<file path="src/rtl/pcie_cc_pkg.sv">
// Shared constants, FSM state type and first_be helpers for the PCIe completer responder.
package pcie_cc_pkg;

  localparam logic [3:0] REQ_MEM_RD = 4'b0000;
  localparam logic [3:0] REQ_MEM_WR = 4'b0001;

  localparam logic [2:0] CPL_SC = 3'b000;
  localparam logic [2:0] CPL_UR = 3'b001;

  // Bit offsets of the CQ descriptor fields within beat1.
  localparam int DESC_DWCNT_LSB   = 0;
  localparam int DESC_REQTYPE_LSB = 11;
  localparam int DESC_REQID_LSB   = 16;
  localparam int DESC_TAG_LSB     = 32;
  localparam int DESC_BAR_LSB     = 48;
  localparam int DESC_TC_LSB      = 57;
  localparam int DESC_ATTR_LSB    = 60;

  typedef enum logic [2:0] {
    ST_IDLE,
    ST_DESC1,
    ST_WDATA,
    ST_DRAIN,
    ST_CC0,
    ST_CC1
  } cc_state_e;

  function automatic logic [1:0] be_lower_bits(input logic [3:0] first_be);
    logic [1:0] lo;
    lo = 2'd0;
    for (int i = 3; i >= 0; i--) begin
      if (first_be[i]) lo = 2'(i);
    end
    return lo;
  endfunction

  function automatic logic [12:0] be_byte_count(input logic [3:0] first_be);
    logic [1:0] hi;
    hi = 2'd0;
    for (int i = 0; i < 4; i++) begin
      if (first_be[i]) hi = 2'(i);
    end
    if (first_be == 4'b0000) return 13'd1;
    return 13'(hi - be_lower_bits(first_be)) + 13'd1;
  endfunction

  function automatic logic [15:0] sat_inc(input logic [15:0] value);
    return (value == 16'hFFFF) ? value : value + 16'd1;
  endfunction

endpackage

</file>
<file path="src/rtl/pcie_cc_responder_if.sv">
// CQ and CC AXI-stream bundle between the PCIe core (master) and the responder (slave).
interface pcie_cc_responder_if #(
  parameter int CQ_TREADY_W = 22
);
  logic [63:0]            m_axis_cq_tdata;
  logic [84:0]            m_axis_cq_tuser;
  logic                   m_axis_cq_tlast;
  logic [1:0]             m_axis_cq_tkeep;
  logic                   m_axis_cq_tvalid;
  logic [CQ_TREADY_W-1:0] m_axis_cq_tready;

  logic [63:0]            s_axis_cc_tdata;
  logic [32:0]            s_axis_cc_tuser;
  logic                   s_axis_cc_tlast;
  logic [1:0]             s_axis_cc_tkeep;
  logic                   s_axis_cc_tvalid;
  logic [3:0]             s_axis_cc_tready;

  modport master (
    output m_axis_cq_tdata, m_axis_cq_tuser, m_axis_cq_tlast, m_axis_cq_tkeep, m_axis_cq_tvalid,
    input  m_axis_cq_tready,
    input  s_axis_cc_tdata, s_axis_cc_tuser, s_axis_cc_tlast, s_axis_cc_tkeep, s_axis_cc_tvalid,
    output s_axis_cc_tready
  );

  modport slave (
    input  m_axis_cq_tdata, m_axis_cq_tuser, m_axis_cq_tlast, m_axis_cq_tkeep, m_axis_cq_tvalid,
    output m_axis_cq_tready,
    output s_axis_cc_tdata, s_axis_cc_tuser, s_axis_cc_tlast, s_axis_cc_tkeep, s_axis_cc_tvalid,
    input  s_axis_cc_tready
  );
endinterface

</file>
<file path="src/rtl/pcie_cc_regfile.sv">
// BAR0 register file: byte-masked write port, registered read port, live tap of register 0.
module pcie_cc_regfile #(
  parameter  int REG_COUNT = 16,
  localparam int IDX_W     = $clog2(REG_COUNT)
) (
  input  logic             user_clk,
  input  logic             user_reset,
  input  logic             wr_en,
  input  logic [IDX_W-1:0] wr_idx,
  input  logic [31:0]      wr_data,
  input  logic [3:0]       wr_be,
  input  logic             rd_en,
  input  logic [IDX_W-1:0] rd_idx,
  output logic [31:0]      rd_data,
  output logic [31:0]      dbg_reg0
);

  logic [31:0] regs [REG_COUNT];

  // NOTE: this small array is flops, not RAM, so it takes the reset and software sees zeros after reset.
  always_ff @(posedge user_clk or posedge user_reset) begin
    if (user_reset) begin
      for (int i = 0; i < REG_COUNT; i++) regs[i] <= '0;
      rd_data <= '0;
    end else begin
      if (wr_en) begin
        for (int b = 0; b < 4; b++) begin
          if (wr_be[b]) regs[wr_idx][8*b +: 8] <= wr_data[8*b +: 8];
        end
      end
      if (rd_en) rd_data <= regs[rd_idx];
    end
  end

  assign dbg_reg0 = regs[0];

endmodule

</file>
<file path="src/rtl/pcie_cc_responder.sv">
// Completer responder: services 1-DW BAR0 MMIO reads/writes from CQ and answers reads on CC.
module pcie_cc_responder
  import pcie_cc_pkg::*;
#(
  parameter int REG_COUNT   = 16,
  parameter int CQ_TREADY_W = 22
) (
  input  logic               user_clk,
  input  logic               user_reset,
  pcie_cc_responder_if.slave pcie,
  output logic [15:0]        rd_count,
  output logic [15:0]        wr_count,
  output logic [15:0]        drop_count,
  output logic [31:0]        dbg_reg0
);

  localparam int IDX_W = $clog2(REG_COUNT);

  cc_state_e   state, state_nxt;
  logic        cq_ready, cq_fire, cc_valid, cc_fire;
  logic [63:0] cc_data;
  logic [1:0]  cc_keep;
  logic        cc_last;

  logic [4:0]  addr_lo;
  logic [3:0]  first_be;
  logic [15:0] req_id;
  logic [7:0]  tag;
  logic [2:0]  tc, attr, cpl_status;
  logic [31:0] rd_data;

  logic [63:0] cq_data;
  logic        cq_last;
  logic [10:0] d_dwcnt;
  logic [3:0]  d_type;
  logic [2:0]  d_bar;
  logic        desc_ok, desc_is_rd, desc_wr_ok;
  logic        rd_inc, wr_inc, drop_inc;

  assign cq_data    = pcie.m_axis_cq_tdata;
  assign cq_last    = pcie.m_axis_cq_tlast;
  assign d_dwcnt    = cq_data[DESC_DWCNT_LSB +: 11];
  assign d_type     = cq_data[DESC_REQTYPE_LSB +: 4];
  assign d_bar      = cq_data[DESC_BAR_LSB +: 3];
  assign desc_ok    = (d_bar == 3'd0) && (d_dwcnt == 11'd1);
  assign desc_is_rd = (d_type == REQ_MEM_RD);
  // A good write whose descriptor beat carries tlast has no payload to consume, so it is dropped.
  assign desc_wr_ok = (d_type == REQ_MEM_WR) && desc_ok && !cq_last;

  assign cq_fire = pcie.m_axis_cq_tvalid & cq_ready;
  assign cc_fire = cc_valid & pcie.s_axis_cc_tready[0];

  assign rd_inc   = (state == ST_CC1) && cc_fire && (cpl_status == CPL_SC);
  assign wr_inc   = (state == ST_WDATA) && cq_fire;
  assign drop_inc = cq_fire && (((state == ST_IDLE) && cq_last) ||
                                ((state == ST_DESC1) && !desc_is_rd && !desc_wr_ok));

  // NOTE: state and all other flops use non-blocking assignments so every register samples pre-edge values.
  always_ff @(posedge user_clk or posedge user_reset) begin
    if (user_reset) state <= ST_IDLE;
    else            state <= state_nxt;
  end

  always_comb begin
    state_nxt = state;
    case (state)
      ST_IDLE:  if (cq_fire) state_nxt = cq_last ? ST_IDLE : ST_DESC1;
      ST_DESC1: if (cq_fire) begin
        if (desc_is_rd)      state_nxt = ST_CC0;
        else if (desc_wr_ok) state_nxt = ST_WDATA;
        else                 state_nxt = cq_last ? ST_IDLE : ST_DRAIN;
      end
      ST_WDATA: if (cq_fire) state_nxt = cq_last ? ST_IDLE : ST_DRAIN;
      ST_DRAIN: if (cq_fire && cq_last) state_nxt = ST_IDLE;
      ST_CC0:   if (cc_fire) state_nxt = ST_CC1;
      ST_CC1:   if (cc_fire) state_nxt = ST_IDLE;
      default:  state_nxt = ST_IDLE;
    endcase
  end

  // NOTE: every output gets a default before the case so no path leaves a latch behind.
  always_comb begin
    cq_ready = 1'b0;
    cc_valid = 1'b0;
    cc_data  = '0;
    cc_keep  = 2'b00;
    cc_last  = 1'b0;
    case (state)
      ST_IDLE, ST_DESC1, ST_WDATA, ST_DRAIN: cq_ready = 1'b1;
      ST_CC0: begin
        cc_valid = 1'b1;
        cc_keep  = 2'b11;
        cc_data  = {req_id, 2'b00, cpl_status,
                    (cpl_status == CPL_SC) ? 11'd1 : 11'd0,
                    3'b000, be_byte_count(first_be),
                    9'd0, addr_lo, be_lower_bits(first_be)};
      end
      ST_CC1: begin
        cc_valid = 1'b1;
        cc_last  = 1'b1;
        cc_keep  = (cpl_status == CPL_SC) ? 2'b11 : 2'b01;
        cc_data  = {(cpl_status == CPL_SC) ? rd_data : 32'h0,
                    1'b0, attr, tc, 1'b0, 16'h0000, tag};
      end
      default: ;
    endcase
  end

  always_ff @(posedge user_clk or posedge user_reset) begin
    if (user_reset) begin
      addr_lo    <= '0;
      first_be   <= '0;
      req_id     <= '0;
      tag        <= '0;
      tc         <= '0;
      attr       <= '0;
      cpl_status <= CPL_SC;
      rd_count   <= '0;
      wr_count   <= '0;
      drop_count <= '0;
    end else begin
      if ((state == ST_IDLE) && cq_fire) begin
        addr_lo  <= cq_data[6:2];
        first_be <= pcie.m_axis_cq_tuser[3:0];
      end
      if ((state == ST_DESC1) && cq_fire) begin
        req_id     <= cq_data[DESC_REQID_LSB +: 16];
        tag        <= cq_data[DESC_TAG_LSB +: 8];
        tc         <= cq_data[DESC_TC_LSB +: 3];
        attr       <= cq_data[DESC_ATTR_LSB +: 3];
        cpl_status <= desc_ok ? CPL_SC : CPL_UR;
      end
      if (rd_inc)   rd_count   <= sat_inc(rd_count);
      if (wr_inc)   wr_count   <= sat_inc(wr_count);
      if (drop_inc) drop_count <= sat_inc(drop_count);
    end
  end

  // Read data is sampled on the DESC1 edge and then holds for the whole completion.
  pcie_cc_regfile #(.REG_COUNT(REG_COUNT)) u_regfile (
    .user_clk   (user_clk),
    .user_reset (user_reset),
    .wr_en      (wr_inc),
    .wr_idx     (addr_lo[IDX_W-1:0]),
    .wr_data    (cq_data[31:0]),
    .wr_be      (first_be),
    .rd_en      ((state == ST_DESC1) && cq_fire && desc_is_rd),
    .rd_idx     (addr_lo[IDX_W-1:0]),
    .rd_data    (rd_data),
    .dbg_reg0   (dbg_reg0)
  );

  assign pcie.m_axis_cq_tready = {CQ_TREADY_W{cq_ready}};
  assign pcie.s_axis_cc_tdata  = cc_data;
  assign pcie.s_axis_cc_tuser  = '0;
  assign pcie.s_axis_cc_tlast  = cc_last;
  assign pcie.s_axis_cc_tkeep  = cc_keep;
  assign pcie.s_axis_cc_tvalid = cc_valid;

  logic unused_ok;
  assign unused_ok = ^{pcie.m_axis_cq_tuser[84:4], pcie.m_axis_cq_tkeep, pcie.s_axis_cc_tready[3:1],
                       cq_data[63], cq_data[56:51], cq_data[47:40]};

endmodule

</file>
<file path="src/flat_wrapper.sv">
// flat-port wrapper written by rule: the top's interface ports become plain ports
module pcie_cc_responder_flat import pcie_cc_pkg::*;
#(
  parameter int REG_COUNT   = 16,
  parameter int CQ_TREADY_W = 22
)
  (user_clk, user_reset, rd_count, wr_count, drop_count, dbg_reg0, pcie_m_axis_cq_tdata, pcie_m_axis_cq_tuser, pcie_m_axis_cq_tlast, pcie_m_axis_cq_tkeep, pcie_m_axis_cq_tvalid, pcie_m_axis_cq_tready, pcie_s_axis_cc_tdata, pcie_s_axis_cc_tuser, pcie_s_axis_cc_tlast, pcie_s_axis_cc_tkeep, pcie_s_axis_cc_tvalid, pcie_s_axis_cc_tready);
  pcie_cc_responder_if #(.CQ_TREADY_W(CQ_TREADY_W)) pcie_i ();
  input  logic user_clk;
  input  logic user_reset;
  output logic [15:0] rd_count;
  output logic [15:0] wr_count;
  output logic [15:0] drop_count;
  output logic [31:0] dbg_reg0;
  input wire logic [$bits(pcie_i.m_axis_cq_tdata)-1:0] pcie_m_axis_cq_tdata;
  input wire logic [$bits(pcie_i.m_axis_cq_tuser)-1:0] pcie_m_axis_cq_tuser;
  input wire logic [$bits(pcie_i.m_axis_cq_tlast)-1:0] pcie_m_axis_cq_tlast;
  input wire logic [$bits(pcie_i.m_axis_cq_tkeep)-1:0] pcie_m_axis_cq_tkeep;
  input wire logic [$bits(pcie_i.m_axis_cq_tvalid)-1:0] pcie_m_axis_cq_tvalid;
  output wire logic [$bits(pcie_i.m_axis_cq_tready)-1:0] pcie_m_axis_cq_tready;
  output wire logic [$bits(pcie_i.s_axis_cc_tdata)-1:0] pcie_s_axis_cc_tdata;
  output wire logic [$bits(pcie_i.s_axis_cc_tuser)-1:0] pcie_s_axis_cc_tuser;
  output wire logic [$bits(pcie_i.s_axis_cc_tlast)-1:0] pcie_s_axis_cc_tlast;
  output wire logic [$bits(pcie_i.s_axis_cc_tkeep)-1:0] pcie_s_axis_cc_tkeep;
  output wire logic [$bits(pcie_i.s_axis_cc_tvalid)-1:0] pcie_s_axis_cc_tvalid;
  input wire logic [$bits(pcie_i.s_axis_cc_tready)-1:0] pcie_s_axis_cc_tready;
  assign pcie_i.m_axis_cq_tdata = pcie_m_axis_cq_tdata;
  assign pcie_i.m_axis_cq_tuser = pcie_m_axis_cq_tuser;
  assign pcie_i.m_axis_cq_tlast = pcie_m_axis_cq_tlast;
  assign pcie_i.m_axis_cq_tkeep = pcie_m_axis_cq_tkeep;
  assign pcie_i.m_axis_cq_tvalid = pcie_m_axis_cq_tvalid;
  assign pcie_m_axis_cq_tready = pcie_i.m_axis_cq_tready;
  assign pcie_s_axis_cc_tdata = pcie_i.s_axis_cc_tdata;
  assign pcie_s_axis_cc_tuser = pcie_i.s_axis_cc_tuser;
  assign pcie_s_axis_cc_tlast = pcie_i.s_axis_cc_tlast;
  assign pcie_s_axis_cc_tkeep = pcie_i.s_axis_cc_tkeep;
  assign pcie_s_axis_cc_tvalid = pcie_i.s_axis_cc_tvalid;
  assign pcie_i.s_axis_cc_tready = pcie_s_axis_cc_tready;
  pcie_cc_responder #(.REG_COUNT(REG_COUNT), .CQ_TREADY_W(CQ_TREADY_W)) u_core (.user_clk(user_clk), .user_reset(user_reset), .pcie(pcie_i), .rd_count(rd_count), .wr_count(wr_count), .drop_count(drop_count), .dbg_reg0(dbg_reg0));
endmodule
</file>
<file path="config.mk">
export PLATFORM = sky130hd
export DESIGN_NAME = pcie_cc_responder_flat
export DESIGN_NICKNAME = d
export VERILOG_FILES = /design/src/rtl/pcie_cc_pkg.sv /design/src/rtl/pcie_cc_responder_if.sv /design/src/rtl/pcie_cc_regfile.sv /design/src/rtl/pcie_cc_responder.sv /design/src/flat_wrapper.sv
export SDC_FILE = /design/constraint.sdc
export NUM_CORES = 1
export LEC_CHECK = 0
export ABC_CLOCK_PERIOD_IN_PS = 27100
export CORE_ASPECT_RATIO = 0.7
export CORE_MARGIN = 2
export CORE_UTILIZATION = 50
export CTS_CLUSTER_DIAMETER = 60
export DETAILED_ROUTE_END_ITERATION = 8
export PLACE_DENSITY = 0.78
export RECOVER_POWER = 100
export SLEW_MARGIN = 20
export SYNTH_ARGS = -nofsm -noshare
export SYNTH_HDL_FRONTEND = slang
export SYNTH_HIERARCHICAL = 1
export SYNTH_SLANG_ARGS = --single-unit
</file>
<file path="constraint.sdc">
create_clock -name user_clk -period 27.1 [get_ports user_clk]
set_input_delay 8.13 -clock user_clk [delete_from_list [all_inputs] [get_ports user_clk]]
set_output_delay 8.13 -clock user_clk [all_outputs]
set_load 0.01 [all_outputs]
</file>
### Yosys cells after proc, flatten, opt, wreduce, memory -nomap -nowiden

Cells that the tools add are included.

* output and inout port bits: 203
* register bits after elaboration: 637
* input port bits: 159
* word-level logic and storage cells: 143

* order comparisons: 2
* bitwise gates (word level): 6
* equal/unequal tests: 16
* reductions and logical operators: 30
* muxes and demuxes: 56
* add/sub/neg operators: 5

Operators with widths (number)
* $mux 512: 7
* $bwmux 512: 4
* $demux 32 s4: 4
* $bmux 32 s4: 1
* $mux 32: 4
* $pmux 64 s2: 1
* $add 16x1->16 const B: 3
* $eq 16x16->1 const B: 3
* $mux 13: 2
* $mux 24: 1
* $mux 3: 8
* $mux 2: 11
* $pmux 3 s6: 1
* $mux 16: 1
* $logic_and 1x1->1: 15
* $add 13x1->13 const B: 1
* $ne 2x1->1 const B: 6
* $eq 11x1->1 const B: 1
* $logic_not 3->1: 3
* $mux 1: 9
* $logic_not 4->1: 2
* $mux 8: 1
* $eq 3x2->1 const B: 2
* $eq 3x3->1 const B: 2
* 15 further kinds: 22

### Depth between registers and ports, before layout

* word-level depth: 16
* mapped depth: 9
* depth with buffers taken out: 9

### Cells and area by module

The synthesis kept the hierarchy.

Modules (own cells, without submodules)
* pcie_cc_regfile: times used 1, seq. area each 13613.1 sq um, area each 24531.0 sq um, cells each 1533
* pcie_cc_responder: times used 1, seq. area each 2277.2 sq um, area each 5320.1 sq um, cells each 502

### Worst setup path before layout

OpenSTA, ideal clock, no wires.

* path kind: register to output
* start: register u_core.first_be[3]
* end: output port pcie_s_axis_cc_tdata[20]
* cell stages (with the launch flop): 8
* required time: 18970 ps
* setup slack: 16598 ps
* path buffers: 1
* data arrival time: 2372 ps
* cell sequence: dfrtp_1 -> a21oi_1 -> nor2_1 -> ha_1 -> inv_1 -> fa_1 -> a211oi_1 -> buf_4

* cells in the longest elaborated chain, start to end: 10
* elaborated cells on any way between the ends: 15
* classes of those cells: add/sub: 2; mux: 12; reduce/logical: 1

Ends and longest elaborated chain
* start, declared: line pcie_cc_responder.sv:26 `logic [3:0] first_be;`
* start signal, assigned: line pcie_cc_responder.sv:124 `first_be <= pcie.m_axis_cq_tuser[3:0];`
* $mux 2 (4 in a row): line pcie_cc_pkg.sv:32 `if (first_be[i]) lo = 2'(i);`
* $mux 2: line pcie_cc_pkg.sv:44 `return 13'(hi - be_lower_bits(first_be)) + 13'd1;`
* $mux 2: line pcie_cc_responder.sv:88 `case (state)`
* $sub 2x2->3: line pcie_cc_pkg.sv:44
* $add 13x1->13: line pcie_cc_pkg.sv:44
* $mux 13 (*): line pcie_cc_pkg.sv:44
* $pmux 64 s2 (*): line pcie_cc_responder.sv:88
* end, declared: line flat_wrapper.sv:21 `output wire logic [$bits(pcie_i.s_axis_cc_tdata)-1:0] pcie_s_axis_cc_tdata;`

Mark *: on every way between the ends. The rest lies on a longest branch, timed or not. The select of a mux whose other input is x is not followed.

==> results by group <==
Layout
  – Register area: roughly 0.016 mm2
  – Multi-input logic area: 0.0125 mm2
  – Layout area overhead: 12.9%
  – Nets: 2319
  – Fillers: 4613
  – Share of cells above drive strength 1: a little over a quarter

Route
  – Post-route antenna net violation count: 0
  – Routed wl met3: approximately 4.4 mm
  – Vias per cell: 5.90
  – DRT Pass-1 Iters: 5
  – DR vias: ~18000
  – DRT met1 WL: 31.5 mm
  – Avg WL per Cell: approximately 24 um
  – Top Layer Used: met5
  – DRT Wirelength: 71.1 mm
  – Initial DRC count: about 1200
  – Remaining DRCs: 0
  – Met2 Routed Length: 33.3 mm

Power
  – Clock Power Share: 25.9%
  – P_leak: around 16 nW
  – Switch share: 30.2%
  – Register share of total power: between 40% and 50%
  – Pwr dens: between 90 and 100 mW/mm2
  – Proportion of power drawn by combinational gates: between 20 and 30%
  – Net switching power: 967 uW
  – Pint: about 2.2 mW
  – Power Total: around 3.2 mW
  – Largest vdd supply drop: about 0.00005 V

Floorplanning
  – Initial core utilization: 50.9%
  – Core Footprint: between 0.05 and 0.06 mm2
  – Die W: around 300 um
  – Num rows: 74
  – Die footprint: between 0.06 and 0.07 mm2
  – Die Ht: approximately 210 um
  – IO Count: between 300 and 400

CTS
  – Clock sinks: around 640
  – Clk root buf: clkbuf_16
  – CTS max path bufs: 3
  – Hold Buf Count CTS: 0
  – CTS clk-pin slew, worst paths: ~0.060 ns
  – H-tree Lvls: 2
  – Post-cts resize count: 0
  – TritonCTS buffer count: 58
  – Post-CTS Setup Inserts: 0
  – TritonCTS clock tree: done
  – Skew-Pair Late Insertion Delay: between 0.6 and 0.7 ns

Timing
  – RSZ-0062 raised after global routing: false
  – Final Hold Fails: 0
  – Setup TNS: 0 ns
  – Slew Limit Fails: ~640
  – Worst slew pin tran: roughly 6.0 ns
  – Slew HR: -302%
  – Final setup viols: 0
  – Fmax: ~65 MHz
  – Clk_skew: approximately 0.02 ns
  – Fin crit share: a little under three fifths
  – Min Tclk post-route: about 15 ns

Setup path
  – CP Launch Type: input pin
  – Cells along the critical path: dlygate4sd3_1, clkinvlp_2, clkbuf_1, buf_12, buf_16
  – Worst stage delay on the critical path: 3.30 ns
  – R2R Path End: u_core/u_regfile/rd_data[6]$_DFFE_PP0P_
  – CP Launch Point: user_reset
  – Worst R2R Setup Slack: slightly above 20 ns
  – Crit Path Max Fanout: 139
  – Cells on worst reg2reg path: 7
  – Slowest CP cell: clkinvlp_2
  – Top Family by Delay on Critical Path: buffers and inverters
  – Critical path depth in cells: 5
  – Critical path capture point type: asynchronous set/reset pin
  – Crit path required time: approximately 28 ns
  – End of the critical path: u_core/u_regfile/regs[278]$_DFFE_PP0P_
  – CP arrival: approximately 16 ns
  – RR Startpoint: u_core/state[0]$_DFFE_PP0P_
  – Crit Path Category: input pin to asynchronous set/reset pin
  – CP bufs+invs: 5

Synthesis
  – Synth cell types: about 70
  – Ys flop type: dfrtp_1
  – Sequential fraction of the synthesis area: between 50% and 60%
  – Yosys warns: 6
  – Synth top area cells: dfrtp_1 (53%), mux2_2 (13%), mux4_2 (9.7%)
  – Post-Syn Area: between 0.02 and 0.03 mm2
  – Mean Syn Cell Area: 14.7 um2
  – #FFs+latches synth: ~640
  – Synth area leader: dfrtp_1
  – Post-Synthesis Cells: ~2000
  – Ys async rst share: 100%
  – Top cell type's share of synthesized area: 53.2%
  – Number of flops mapped to enable cells by yosys: 0

Place
  – Routability cong.: 0.826
  – Detailed placement HPWL: 46.5 mm
  – Port buffer count: 218

Job
  – Number of max-cap violations: 11

Min path
  – Tightest Hold Check Type: register to register

GRT
  – Gr ovfl total: 0
  – Number of global-route vias before repair: roughly 19000
  – Initial antenna violation count: 1
  – First-pass GRT wire length: approximately 110 mm
  – Largest net degree at the start of global routing: between 150 and 200
  – Tot GR Track Use: 23.2%

Status
  – Failing checks: max-capacitance violations, max-slew violations
  – Status: complete, but fails checks
## layer usage
layer / track usage, % / vias to the layer above
met5: 0 / -
met4: 7.28 / 2
met3: 4.13 / 131
met2: 36.7 / 564
met1: 33.0 / 9400
li1: - / 7580
## area by class of cell
class,instances,share of cell area (%)
inverters,10,0.119
multi-input cells,1214,37.2
clock buffers,89,5.10
flip-flops and latches,635,47.2
diodes,1,0.00743
well taps,798,2.96
clock inverters,14,0.550
repair buffers,235,6.87
## Yosys cell counts (17+ instances only)
cell / instances
nand2_1: 47
nor2_1: 65
mux4_2: 128
xor2_1: 29
o22ai_1: 32
clkbuf_1: 57
a221oi_1: 32
nand3_1: 17
buf_2: 41
mux2_2: 347
nand2_2: 32
buf_4: 112
mux2_1: 206
nor2_2: 22
dfrtp_1: 635
and2_1: 23
mux2i_1: 37
## cells by family (layout without fill, tap and decap cells)
kind of cell	after synthesis	in the layout	synth area share [%]
AOI/OAI and AO/OA	113	113	2.93
xor gates and xnor gates	43	43	1.26
adders and majority gates	6	6	0.277
buffers and inverters	227	348	4.51
DFF	635	635	53.2
muxes	719	719	31.8
other	1	43	0.0126
and+or+nand+nor	291	291	5.97
## worst min-delay path by stage
| stage | cells after the start | from | to | slack (ns) |
|---|---|---|---|---|
| 6_report | 1 | u_core/u_regfile/regs[99]$_DFFE_PP0P_ | u_core/u_regfile/regs[99]$_DFFE_PP0P_ | 0.49 |
| 5_1_grt | 1 | u_core/u_regfile/regs[405]$_DFFE_PP0P_ | u_core/u_regfile/regs[405]$_DFFE_PP0P_ | 0.50 |
| 4_1_cts | 1 | u_core/u_regfile/regs[99]$_DFFE_PP0P_ | u_core/u_regfile/regs[99]$_DFFE_PP0P_ | 0.49 |
| 3_5_place_dp | 1 | u_core/u_regfile/regs[99]$_DFFE_PP0P_ | u_core/u_regfile/regs[99]$_DFFE_PP0P_ | 0.48 |
| 3_3_place_gp | 1 | u_core/u_regfile/regs[0]$_DFFE_PP0P_ | u_core/u_regfile/regs[0]$_DFFE_PP0P_ | 0.46 |
| 2_1_floorplan | 1 | u_core/u_regfile/regs[0]$_DFFE_PP0P_ | u_core/u_regfile/regs[0]$_DFFE_PP0P_ | 0.45 |
## power groups by stage
stage / sequential [mW] / combinational (mW) / clock, mW
floorplan: 1.40 / 0.753 / 0
global placement: 1.47 / 0.873 / 0
detailed placement: 1.50 / 0.906 / 0
CTS: 1.48 / 0.912 / 0.848
global route: 1.52 / 0.958 / 0.886
finish: 1.48 / 0.886 / 0.828
## cells in the final DEF, fill, tap and decap left out, drive strengths merged, types with 17 or more instances in the layout
master / netlist / routed
dfrtp: 635 / 635
mux2: 554 / 554
dlygate4sd3: 0 / 146
mux4: 128 / 128
clkbuf: 57 / 96
nor2: 87 / 87
nand2: 79 / 79
clkdlybuf4s50: 0 / 72
conb: 1 / 42
mux2i: 37 / 37
o22ai: 32 / 32
a221oi: 32 / 32
xor2: 29 / 29
and2: 23 / 23
nand3: 17 / 17
nor3: 17 / 17
## state kept, by name, indices dropped and copies added (netlist names)
register                   cells
u_core/u_regfile/dbg_reg0     32
u_core/cpl_status              1
u_core/first_be                4
u_core/tc                      3
u_core/wr_count               16
u_core/addr_lo                 5
u_core/attr                    3
u_core/req_id                 16
u_core/state                   3
u_core/rd_count               16
u_core/u_regfile/regs        480
u_core/drop_count             16
u_core/u_regfile/rd_data      32
u_core/tag                     8
## metrics by stage
stage	util (%)	area [um2]	hold slack, ns	std cells	setup slack [ns]
after CTS	57.8	34000	0.490	2994	14.97
after global placement	54.6	32000	0.462	2891	14.81
after floorplan	-	30000	0.453	2076	3.76
after global routing	57.4	33700	0.501	2995	10.24
final	57.4	33700	0.488	2996	11.82
after detailed placement	54.6	32000	0.476	2891	14.73
Note: power is estimated with default switching activity, not from simulation.
